`src/rtl/pulse_width_meter.sv`:
```
// pulse_width_meter
//   Measures the width, in clock cycles, of every high pulse on level_in.
//   Each completed width goes into a one-entry valid/ready result register.
//   Widths that overflow the counter are clamped and flagged. A result that
//   completes while the register is still full is lost, and drop is set.
//
// Optional feature (macro): PULSE_METER_MIN_FILTER_EN
//   When defined, completed pulses shorter than MIN_LEN are discarded
//   silently. When undefined, every pulse is reported and MIN_LEN is unused.
//
// Parameters:
//   CNT_W    width of the pulse counter and of width_out
//   MIN_LEN  minimum reportable width (filter build only)
//
// Ports:
//   clk          clock, rising edge
//   rstn         asynchronous reset, active-low
//   level_in     level stream, already synchronous to clk
//   width_out    measured width in cycles
//   width_sat    width_out is clamped; true width is at least 2^CNT_W-1
//   width_valid  result register holds an unconsumed result
//   width_ready  downstream accepts the result
//   busy         a pulse is being measured
//   drop         sticky: a completed result was lost (cleared by reset only)
module pulse_width_meter #(
  parameter int CNT_W   = 8,
  parameter int MIN_LEN = 2
) (
  input  logic             clk,
  input  logic             rstn,
  input  logic             level_in,
  output logic [CNT_W-1:0] width_out,
  output logic             width_sat,
  output logic             width_valid,
  input  logic             width_ready,
  output logic             busy,
  output logic             drop
);

  typedef enum logic {IDLE, MEASURE} state_t;

  localparam logic [CNT_W-1:0] CNT_MAX = '1;
  localparam logic [CNT_W-1:0] CNT_ONE = CNT_W'(1);

`ifdef PULSE_METER_MIN_FILTER_EN
  localparam logic [CNT_W-1:0] MIN_THR = CNT_W'(MIN_LEN);
`else
  // A completed pulse is always at least 1 long, so a threshold of 1 lets
  // everything through; MIN_LEN has no influence on this build.
  localparam logic [CNT_W-1:0] MIN_THR = CNT_W'((MIN_LEN >= 0) ? 1 : 1);
`endif

  state_t           state, state_nxt;
  logic             lvl_d;
  logic [CNT_W-1:0] cnt, cnt_nxt;
  logic             sat, sat_nxt;
  logic             done;
  logic             report;

  // Increment that holds at the counter maximum instead of wrapping.
  function automatic logic [CNT_W-1:0] sat_inc(input logic [CNT_W-1:0] v);
    return (v == CNT_MAX) ? v : v + CNT_ONE;
  endfunction

  // Measurement FSM: next state, counter and saturation flag.
  always_comb begin
    state_nxt = state;
    cnt_nxt   = cnt;
    sat_nxt   = sat;
    done      = 1'b0;
    case (state)
      IDLE: begin
        // lvl_d resets high, so a level already high at reset release
        // never looks like a rising edge.
        if (level_in && !lvl_d) begin
          state_nxt = MEASURE;
          cnt_nxt   = CNT_ONE;
          sat_nxt   = 1'b0;
        end
      end
      MEASURE: begin
        if (level_in) begin
          cnt_nxt = sat_inc(cnt);
          if (cnt == CNT_MAX) sat_nxt = 1'b1;
        end else begin
          done      = 1'b1;
          state_nxt = IDLE;
          cnt_nxt   = '0;
          sat_nxt   = 1'b0;
        end
      end
      default: state_nxt = IDLE;
    endcase
  end

  assign report = done && (cnt >= MIN_THR);
  assign busy   = (state == MEASURE);

  always_ff @(posedge clk or negedge rstn) begin
    if (!rstn) begin
      state <= IDLE;
      lvl_d <= 1'b1;
      cnt   <= '0;
      sat   <= 1'b0;
    end else begin
      state <= state_nxt;
      lvl_d <= level_in;
      cnt   <= cnt_nxt;
      sat   <= sat_nxt;
    end
  end

  // Result register: a new result may load on the same edge the old one
  // is accepted, giving one result per pulse with no bubble.
  always_ff @(posedge clk or negedge rstn) begin
    if (!rstn) begin
      width_out   <= '0;
      width_sat   <= 1'b0;
      width_valid <= 1'b0;
      drop        <= 1'b0;
    end else if (report) begin
      if (!width_valid || width_ready) begin
        width_out   <= cnt;
        width_sat   <= sat;
        width_valid <= 1'b1;
      end else begin
        drop <= 1'b1;
      end
    end else if (width_valid && width_ready) begin
      width_valid <= 1'b0;
    end
  end

endmodule

```
`config.mk`:
```
export PLATFORM = sky130hd
export DESIGN_NAME = pulse_width_meter
export DESIGN_NICKNAME = d
export VERILOG_FILES = /design/src/rtl/pulse_width_meter.sv
export SDC_FILE = /design/constraint.sdc
export NUM_CORES = 1
export LEC_CHECK = 0
export CORE_UTILIZATION = 52
export DETAILED_ROUTE_END_ITERATION = 10
export PLACE_DENSITY = 0.77
export SLEW_MARGIN = 15
export SYNTH_ARGS = -nofsm -noshare
export SYNTH_HDL_FRONTEND = slang
export SYNTH_SLANG_ARGS = --single-unit
```
`constraint.sdc`:
```
create_clock -name clk -period 2.2 [get_ports clk]
set_input_delay 0.22 -clock clk [delete_from_list [all_inputs] [get_ports clk]]
set_output_delay 0.22 -clock clk [all_outputs]
set_load 0.01 [all_outputs]
```
# [Word-level counts from Yosys, hierarchy flattened]
# Cells that the tools add are included.
[totals] ff_bits=22 in_bits=4 output_inout_bits=12 word_cells=45
[op_classes] n_addsub=1 magnitude_cmp=1 eq_ne=5 n_mux=16 bitwise_logic=2 n_reduce_logical=12
[op_table] cell="$mux W8" n=3
[op_table] cell="$pmux W8 S2" n=1
[op_table] cell="$mux W1" n=10
[op_table] cell="$reduce_and A2 Y1" n=5
[op_table] cell="$add A8 B1 Y8 const B" n=1
[op_table] cell="$eq A8 B8 Y1 const B" n=1
[op_table] cell="$ge A8 B1 Y1 const B" n=1
[op_table] cell="$pmux W1 S2" n=2
[op_table] cell="$logic_and A1 B1 Y1" n=3
[op_table] cell="$ne A3 B2 Y1 const B" n=1
[op_table] cell="$ne A3 B3 Y1 const B" n=1
[op_table] cell="$logic_not A1 Y1" n=2
[op_table] cell="$ne A2 B1 Y1 const B" n=1
[op_table] cell="$ne A2 B2 Y1 const B" n=1
[op_table] cell="$not A1 Y1" n=2
[op_table] cell="$reduce_bool A2 Y1" n=1
[op_table] cell="$logic_or A1 B1 Y1" n=1

# [Longest topological paths before layout]
# Gate-level depths: netlist of run 1.
[depth] word_depth=5 depth_mapped=5

# [Worst setup path after synthesis of run 1]
# Ideal clock, no wire load.
[synth_path] path_type="reg-to-reg" start="reg cnt[0]" end="reg width_out[0]" setup_time_ns=0.125 arrival_time_ns=1.563 path_slack_ns=0.512 stages_incl_launch_ff=6 synth_period_minus_slack_ns=1.688 path_cell_list="dfrtp_1 inv_1 ha_1 nor4b_2 a211oi_4 mux2_2"
[synth_between] elab_chain_cells=3
[synth_rtl] element="start: declaration" line_no="55" text="logic [CNT_W-1:0] cnt, cnt_nxt;"
[synth_rtl] element="start signal: assignment" line_no="108" text="cnt <= cnt_nxt;"
[synth_rtl] element="$ge A8 B1 Y1" line_no="96" text="assign report = done && (cnt >= MIN_THR);"
[synth_rtl] element="$logic_and A1 B1 Y1" line_no="96"
[synth_rtl] element="$reduce_and A2 Y1 (no line)"
[synth_rtl] element="end signal: assignment" line_no="123" text="width_out <= cnt;"
[synth_rtl] element="end: declaration" line_no="32" text="output logic [CNT_W-1:0] width_out,"
# Parallel ways exist; a longest one is shown, timed or not.
# A chain may end at the register's enable or synchronous reset.

# [Final worst setup path of run 1]
[layout_path] start="reg cnt[0]" end="reg width_out[7]"
[layout_between] elab_chain_cells=3
[layout_rtl] element="$ge A8 B1 Y1" line_no="96"
[layout_rtl] element="$logic_and A1 B1 Y1" line_no="96"
[layout_rtl] element="$reduce_and A2 Y1 (no line)"
# No other way between the ends.

==> run_results.csv, run 1 <==
group,metric,value,unit
clock_tree,clock_latency,0.32,ns
grt,grt_pass1_wl,3140,um
floorplanning,die_area,2280,um^2
sta,setup_ws,0.302,ns
worst_setup_path,crit_required,2.42,ns
grt,grt_pass1_vias,671,
place,numPortBuffers,15,
worst_setup_path,timing.rr.end,"width_out[7]",
grt,overflow,0,
logic_synthesis,syn_area_per_cell,11.8,um^2
worst_setup_path,cp-end-kind,"flop",
place,place_inst,131,
clock_tree,cts.sinks,22,
worst_setup_path,critical_path.endpoint,"width_out[7]",
sta,worst_clock_skew,0.00744,ns
sta,finalHoldViolations,0,
sta,slew_violations,0,
worst_setup_path,r2r_start,"cnt[0]",
floorplanning,fp.dieW,47.7,um
clock_tree,cts_setup_buffers,0,
place,gp_congestion,0.864,
min_path,hp-class,"primary input to async pin",
clock_tree,clk_pin_slew_worst_paths,0.13,ns
pwr,power_per_cell_area,786,nW/um^2
cells_and_area,final_design_area_no_fill,1310,um^2
logic_synthesis,syn_nets,99,
worst_setup_path,worstPathArrival,2.11,ns
floorplanning,num_rows,16,
grt,antenna_found_initial,0,
route,drt_pass1_iterations,4,
cells_and_area,n_antenna_cell,0,
sta,tightest_slew,0.513,ns
worst_setup_path,reg2reg_slack,0.30,ns
status,status,"finished clean",
clock_tree,ctsRootBufferMaster,"clkbuf_4",
route,routed_via_density,5.79,
sta,finalSetupViolations,0,
cells_and_area,drive_above_1_share,20.4,%
cells_and_area,nNetsFinal,116,
cells_and_area,final_common_cell,"dfrtp_1",
floorplanning,num_io_pins,16,
route,drcViolationCount,0,
clock_tree,clk_path_buf_depth,2,
run,max_cap_viol_count,0,
clock_tree,cts_max_level,1,
pwr,leakagePower,0.584,nW
logic_synthesis,ys_seq_elements,22,
cells_and_area,synthToLayoutAreaGrowth,20.1,%
sta,relSlewSlack,65.7,%
grt,grt_start_max_net_pins,14,
cells_and_area,n_fill_cell,180,
place,place_ws,0.254,ns
route,drt_wl_total,2100,um
cells_and_area,layout_common_cells,"21 x dfrtp_1, 15 x clkdlybuf4s50_1, 9 x mux2_2",
sta,fin_tns_setup,0,ns
pwr,vdd_drop_max,0.623,mV
logic_synthesis,synth_area,1090,um^2
clock_tree,cts_resized,0,
worst_setup_path,critPathLaunchType,"flop",
sta,min_period_over_period,86.3,%
pwr,totalPowerFinal,1.03,mW
route,wl_per_cell,15.6,um
grt,grt_use_total,20.1,%
floorplanning,start_util,55.4,%
cells_and_area,final_cells,135,
worst_setup_path,crit_start,"cnt[0]",
clock_tree,cts_tree,"built",
worst_setup_path,critical_path.max_fanout,9,
floorplanning,core-area,1960,um^2
clock_tree,numCtsBuffers,3,
route,drtIter0Drc,17,
logic_synthesis,syn_inst,92,
logic_synthesis,synthDistinctLibCells,34,
sta,grt_setup_unrepaired,"no",
route,num_vias,781,
worst_setup_path,path_class,"flop to flop",
sta,min_period,1.90,ns
route,drtAntennaViolNets,0,
sta,fmax,527,MHz
place,dpl_cell_area,1250,um^2
floorplanning,die_y,47.7,um
logic_synthesis,synth_seq_area_share,50.7,%
place,dp_hpwl,1570,um
clock_tree,hold_buffers,0,
worst_setup_path,reg2reg_depth,5,
logic_synthesis,yosys_warnings,0,
## where the power goes
| group | internal, mW | total [mW] | switching [mW] |
|---|---|---|---|
| sequential | 0.452 | 0.490 | 0.0380 |
| combinational | 0.127 | 0.225 | 0.0973 |
| clock | 0.184 | 0.312 | 0.128 |
| total | 0.764 | 1.03 | 0.263 |
## per-stage QoR
| step | util, % | hold WS [ns] |
|---|---|---|
| 6_report | 66.6 | 0.227 |
| 5_1_grt | 66.6 | 0.268 |
| 4_1_cts | 66.6 | 0.252 |
| 3_5_place_dp | 63.9 | 0.448 |
| 3_3_place_gp | 63.9 | 0.441 |
| 2_1_floorplan | - | -0.0756 |
## cell type report
class / instances / area, um^2 / share of cell area [%]
Timing Repair Buffer: 17 / 165 / 12.6
Tap cell: 27 / 33.8 / 2.59
Clock buffer: 3 / 22.5 / 1.72
Sequential cell: 22 / 552 / 42.2
Multi-Input combinational cell: 61 / 488 / 37.4
Clock inverter: 1 / 30.0 / 2.30
Inverter: 4 / 15.0 / 1.15
## critical path: stages, from the launching register on
cell      delay, ns
dfrtp_1        0.46
inv_1          0.09
ha_1           0.20
nor4b_2        0.18
a211oi_4       0.47
mux2_2         0.40
## synth_stat cells
| library cell | number | area (um^2) |
|---|---|---|
| o31ai_1 | 2 | 15.0 |
| buf_2 | 2 | 10.0 |
| and3_1 | 1 | 6.26 |
| and2_1 | 1 | 6.26 |
| dfrtp_1 | 21 | 526 |
| or3_1 | 2 | 12.5 |
| nand3b_1 | 3 | 22.5 |
| nand2_1 | 4 | 15.0 |
| a21oi_1 | 7 | 35.0 |
| or2_2 | 1 | 6.26 |
| nor2b_1 | 1 | 6.26 |
| a211oi_4 | 1 | 20.0 |
| mux2i_1 | 4 | 40.0 |
| a211oi_1 | 1 | 7.51 |
| nand4_1 | 3 | 18.8 |
| ha_1 | 3 | 37.5 |
| dfstp_2 | 1 | 26.3 |
| clkbuf_1 | 1 | 3.75 |
| a21boi_0 | 1 | 7.51 |
| and4_1 | 2 | 17.5 |
| o211ai_1 | 1 | 7.51 |
| inv_1 | 4 | 15.0 |
| a21o_1 | 2 | 15.0 |
| nor3_1 | 1 | 5.00 |
| or3b_2 | 1 | 8.76 |
| o2bb2ai_1 | 1 | 8.76 |
| mux2_2 | 9 | 101 |
| buf_4 | 1 | 7.51 |
| nor4b_2 | 1 | 15.0 |
| buf_6 | 1 | 11.3 |
| nand3_1 | 5 | 25.0 |
| a31o_2 | 1 | 8.76 |
| nor4_2 | 1 | 12.5 |
| nand2b_1 | 1 | 6.26 |
## per-layer routing
layer,track usage [%],vias to the layer above,share of wire [%]
li1,-,367,-
met1,30.3,390,44
met2,30.5,22,50
met3,2.64,2,5.3
met4,5.56,0,0.90
met5,0,-,0
## kinds of logic after synthesis
kind of cell             count (synthesis)  share of synthesized area [%]
adder cells (fa/ha/maj)                  3                           3.45
flip-flops                              22                           50.7
buffers and inverters                    9                           4.37
AO/OA/AOI/OAI                           17                           11.5
AND/OR/NAND/NOR                         28                           16.9
multiplexers                            13                           13.0
## registers in the layout, indices dropped and copies added (netlist names)
signal       count
width_valid      1
width_out        8
drop             1
width_sat        1
sat              1
cnt              8
lvl_d            1
busy             1
## how the worst min path moves through the flow
| stage | start | slack, ns | end |
|---|---|---|---|
| 2_1_floorplan | rstn | -0.08 | busy |
| 3_3_place_gp | drop | 0.44 | drop |
| 3_5_place_dp | drop | 0.45 | drop |
| 4_1_cts | rstn | 0.25 | width_out[0] |
| 5_1_grt | rstn | 0.27 | width_out[0] |
| 6_report | rstn | 0.23 | width_out[0] |
No activity file was read; power rests on OpenSTA's default activity.
==> run 2: changes to the inputs <==
==> constraint.sdc (replaced) <==
create_clock -name clk -period 1.9 [get_ports clk]
set_input_delay 0.19 -clock clk [delete_from_list [all_inputs] [get_ports clk]]
set_output_delay 0.19 -clock clk [all_outputs]
set_load 0.01 [all_outputs]
==> run 2 against run 1 <==
Compared with the run above: die area unchanged; worst hold slack got worse by 0.087 ns; final cell count increased by 2.2%; via count increased by 1.4%; first-iteration DRC count decreased by 29%; combinational power increased by 25%; non-clock buffer count increased by 3; register-to-register slack got worse by 0.13 ns; largest power group unchanged.
==> run_results.csv, run 2 (synthesis gave the netlist of run 1 again) <==
group,metric,value,unit
status,status,"finished clean",
clock_tree,clk_path_buf_depth,2,
floorplanning,fp.dieW,47.7,um
place,dpl_cell_area,1290,um^2
pwr,leakagePower,0.602,nW
worst_setup_path,crit_required,2.10,ns
clock_tree,cts_setup_buffers,0,
clock_tree,cts_max_level,1,
clock_tree,hold_buffers,0,
worst_setup_path,crit_family,"flip-flops",
pwr,clockPowerShare,29.4,%
clock_tree,numCtsBuffers,3,
worst_setup_path,critical_path.max_fanout,9,
sta,fin_tns_setup,0,ns
route,wl_per_cell,16.0,um
sta,fmax,580,MHz
clock_tree,cts_resized,0,
sta,min_period,1.72,ns
pwr,p_comb_share,23.4,%
run,max_cap_viol_count,0,
pwr,power_frac_seq,47.1,%
clock_tree,clock_latency,0.31,ns
place,gp_congestion,0.829,
route,drt_pass1_iterations,4,
floorplanning,die_area,2280,um^2
route,drt_wl_total,2200,um
place,dp_hpwl,1650,um
sta,finalHoldViolations,0,
sta,slew_violations,0,
sta,worst_clock_skew,0.0107,ns
cells_and_area,drive_above_1_share,22.5,%
route,num_vias,792,
floorplanning,die_y,47.7,um
pwr,swShare,25.3,%
sta,grt_setup_unrepaired,"no",
grt,grt_start_max_net_pins,16,
floorplanning,core-area,1960,um^2
route,drcViolationCount,0,
clock_tree,ctsRootBufferMaster,"clkbuf_4",
pwr,intPower,898,uW
min_path,hp-class,"primary input to async pin",
cells_and_area,nNetsFinal,119,
route,routed_via_density,5.74,
cells_and_area,synthToLayoutAreaGrowth,23.4,%
clock_tree,cts_tree,"built",
route,drtAntennaViolNets,0,
route,drtIter0Drc,12,
sta,min_period_over_period,90.7,%
grt,grt_pass1_wl,3410,um
worst_setup_path,path_class,"flop to flop",
worst_setup_path,path_cells,"inv_1, ha_1, nor4b_2, a211oi_4, buf_12, mux2_2",
sta,tightest_slew,0.410,ns
floorplanning,num_io_pins,16,
sta,finalSetupViolations,0,
clock_tree,clk_pin_slew_worst_paths,0.12,ns
cells_and_area,n_antenna_cell,0,
place,numPortBuffers,15,
grt,overflow,0,
floorplanning,start_util,55.4,%
pwr,vdd_drop_max,0.623,mV
worst_setup_path,worstPathArrival,1.93,ns
grt,antenna_found_initial,0,
cells_and_area,layout_common_cells,"21 x dfrtp_1, 15 x clkdlybuf4s50_1, 9 x mux2_2",
worst_setup_path,crit_buf_inv,2,
worst_setup_path,cpPeakStageDelay,0.43,ns
floorplanning,num_rows,16,
sta,relSlewSlack,72.5,%
grt,grt_use_total,22.6,%
sta,hold_slack,0.140,ns
clock_tree,cts.sinks,22,
pwr,switchingPower,304,uW
worst_setup_path,cp-end-kind,"flop",
pwr,totalPowerFinal,1.20,mW
worst_setup_path,critPathLaunchType,"flop",
cells_and_area,largest_registers,"cnt x8, width_out x8",
pwr,power_per_cell_area,896,nW/um^2
grt,grt_pass1_vias,747,
cells_and_area,final_design_area_no_fill,1340,um^2
worst_setup_path,cpMaxStageDelayCell,"dfrtp_1",
cells_and_area,final_common_cell,"dfrtp_1",
[run 2: cell types whose count changed in the layout (fill, tap and decap cells not counted)]
| cell | previous run | this run |
|---|---|---|
| buf_12 | 0 | 1 |
| buf_4 | 2 | 4 |
[run 2: worst paths after layout]
kind	endpoint	start	slack, ns	cells past startpoint
worst min-delay path	width_out[2]	rstn	0.14	1
min in group clk	lvl_d	level_in	0.48	2
worst max register to register	width_out[1]	cnt[1]	0.18	6
max in group asynchronous	cnt[2]	rstn	1.23	2
worst max-delay path	width_out[1]	cnt[1]	0.18	6
worst min register to register	drop	drop	0.48	1
[run 2: worst reg2reg max path, delay by kind of cell, from the launching register on]
| kind | cells | cell delay [ns] |
|---|---|---|
| AOI/OAI and AO/OA | 1 | 0.12 |
| adders and majority gates | 1 | 0.19 |
| buffers and inverters | 2 | 0.25 |
| DFF | 1 | 0.43 |
| muxes | 1 | 0.26 |
| and+or+nand+nor | 1 | 0.37 |
[run 2: cell type report]
class / count / area [um^2]
clock buffer: 3 / 22.5
clock inverter: 1 / 30.0
fill: 168 / 621
inverter: 4 / 15.0
multi-input combinational: 61 / 488
sequential: 22 / 552
tap: 27 / 33.8
timing repair buffer: 20 / 200
[run 2: through the flow]
| step | util (%) | worst slack, ns | std cells |
|---|---|---|---|
| CTS | 68.4 | 0.181 | 138 |
| global placement | 65.7 | 0.256 | 134 |
| detailed placement | 65.7 | 0.196 | 134 |
| floorplan | - | 0.212 | 92 |
| finish | 68.4 | 0.176 | 138 |
| global route | 68.4 | 0.116 | 138 |
[run 2: routing by layer]
metal	vias to the layer above	track usage, %	wire length, um	share of wire [%]
met4	0	11.7	31	1.4
li1	375	-	-	-
met2	21	34.1	1090	49
met1	392	30.9	978	44
met3	4	4.53	105	4.8
met5	-	0	0	0
[run 2: power by group through the flow]
stage / Sequential (mW) / Combinational, mW / Clock (mW)
final: 0.567 / 0.282 / 0.354
after detailed placement: 0.577 / 0.283 / 0
after global routing: 0.575 / 0.305 / 0.379
after CTS: 0.568 / 0.284 / 0.364
after floorplan: 0.588 / 0.123 / 0
after global placement: 0.570 / 0.275 / 0
==> run 3: changes to the inputs <==
--- a/config.mk
+++ b/config.mk
@@ -6,7 +6,9 @@
 export NUM_CORES = 1
 export LEC_CHECK = 0
 export CORE_UTILIZATION = 52
+export CTS_CLUSTER_SIZE = 14
 export DETAILED_ROUTE_END_ITERATION = 10
+export HOLD_SLACK_MARGIN = 0.08
 export PLACE_DENSITY = 0.77
 export SLEW_MARGIN = 15
 export SYNTH_ARGS = -nofsm -noshare
==> results of run 3 <==
Final layout, timing and power as in run 2 (identical DEF).
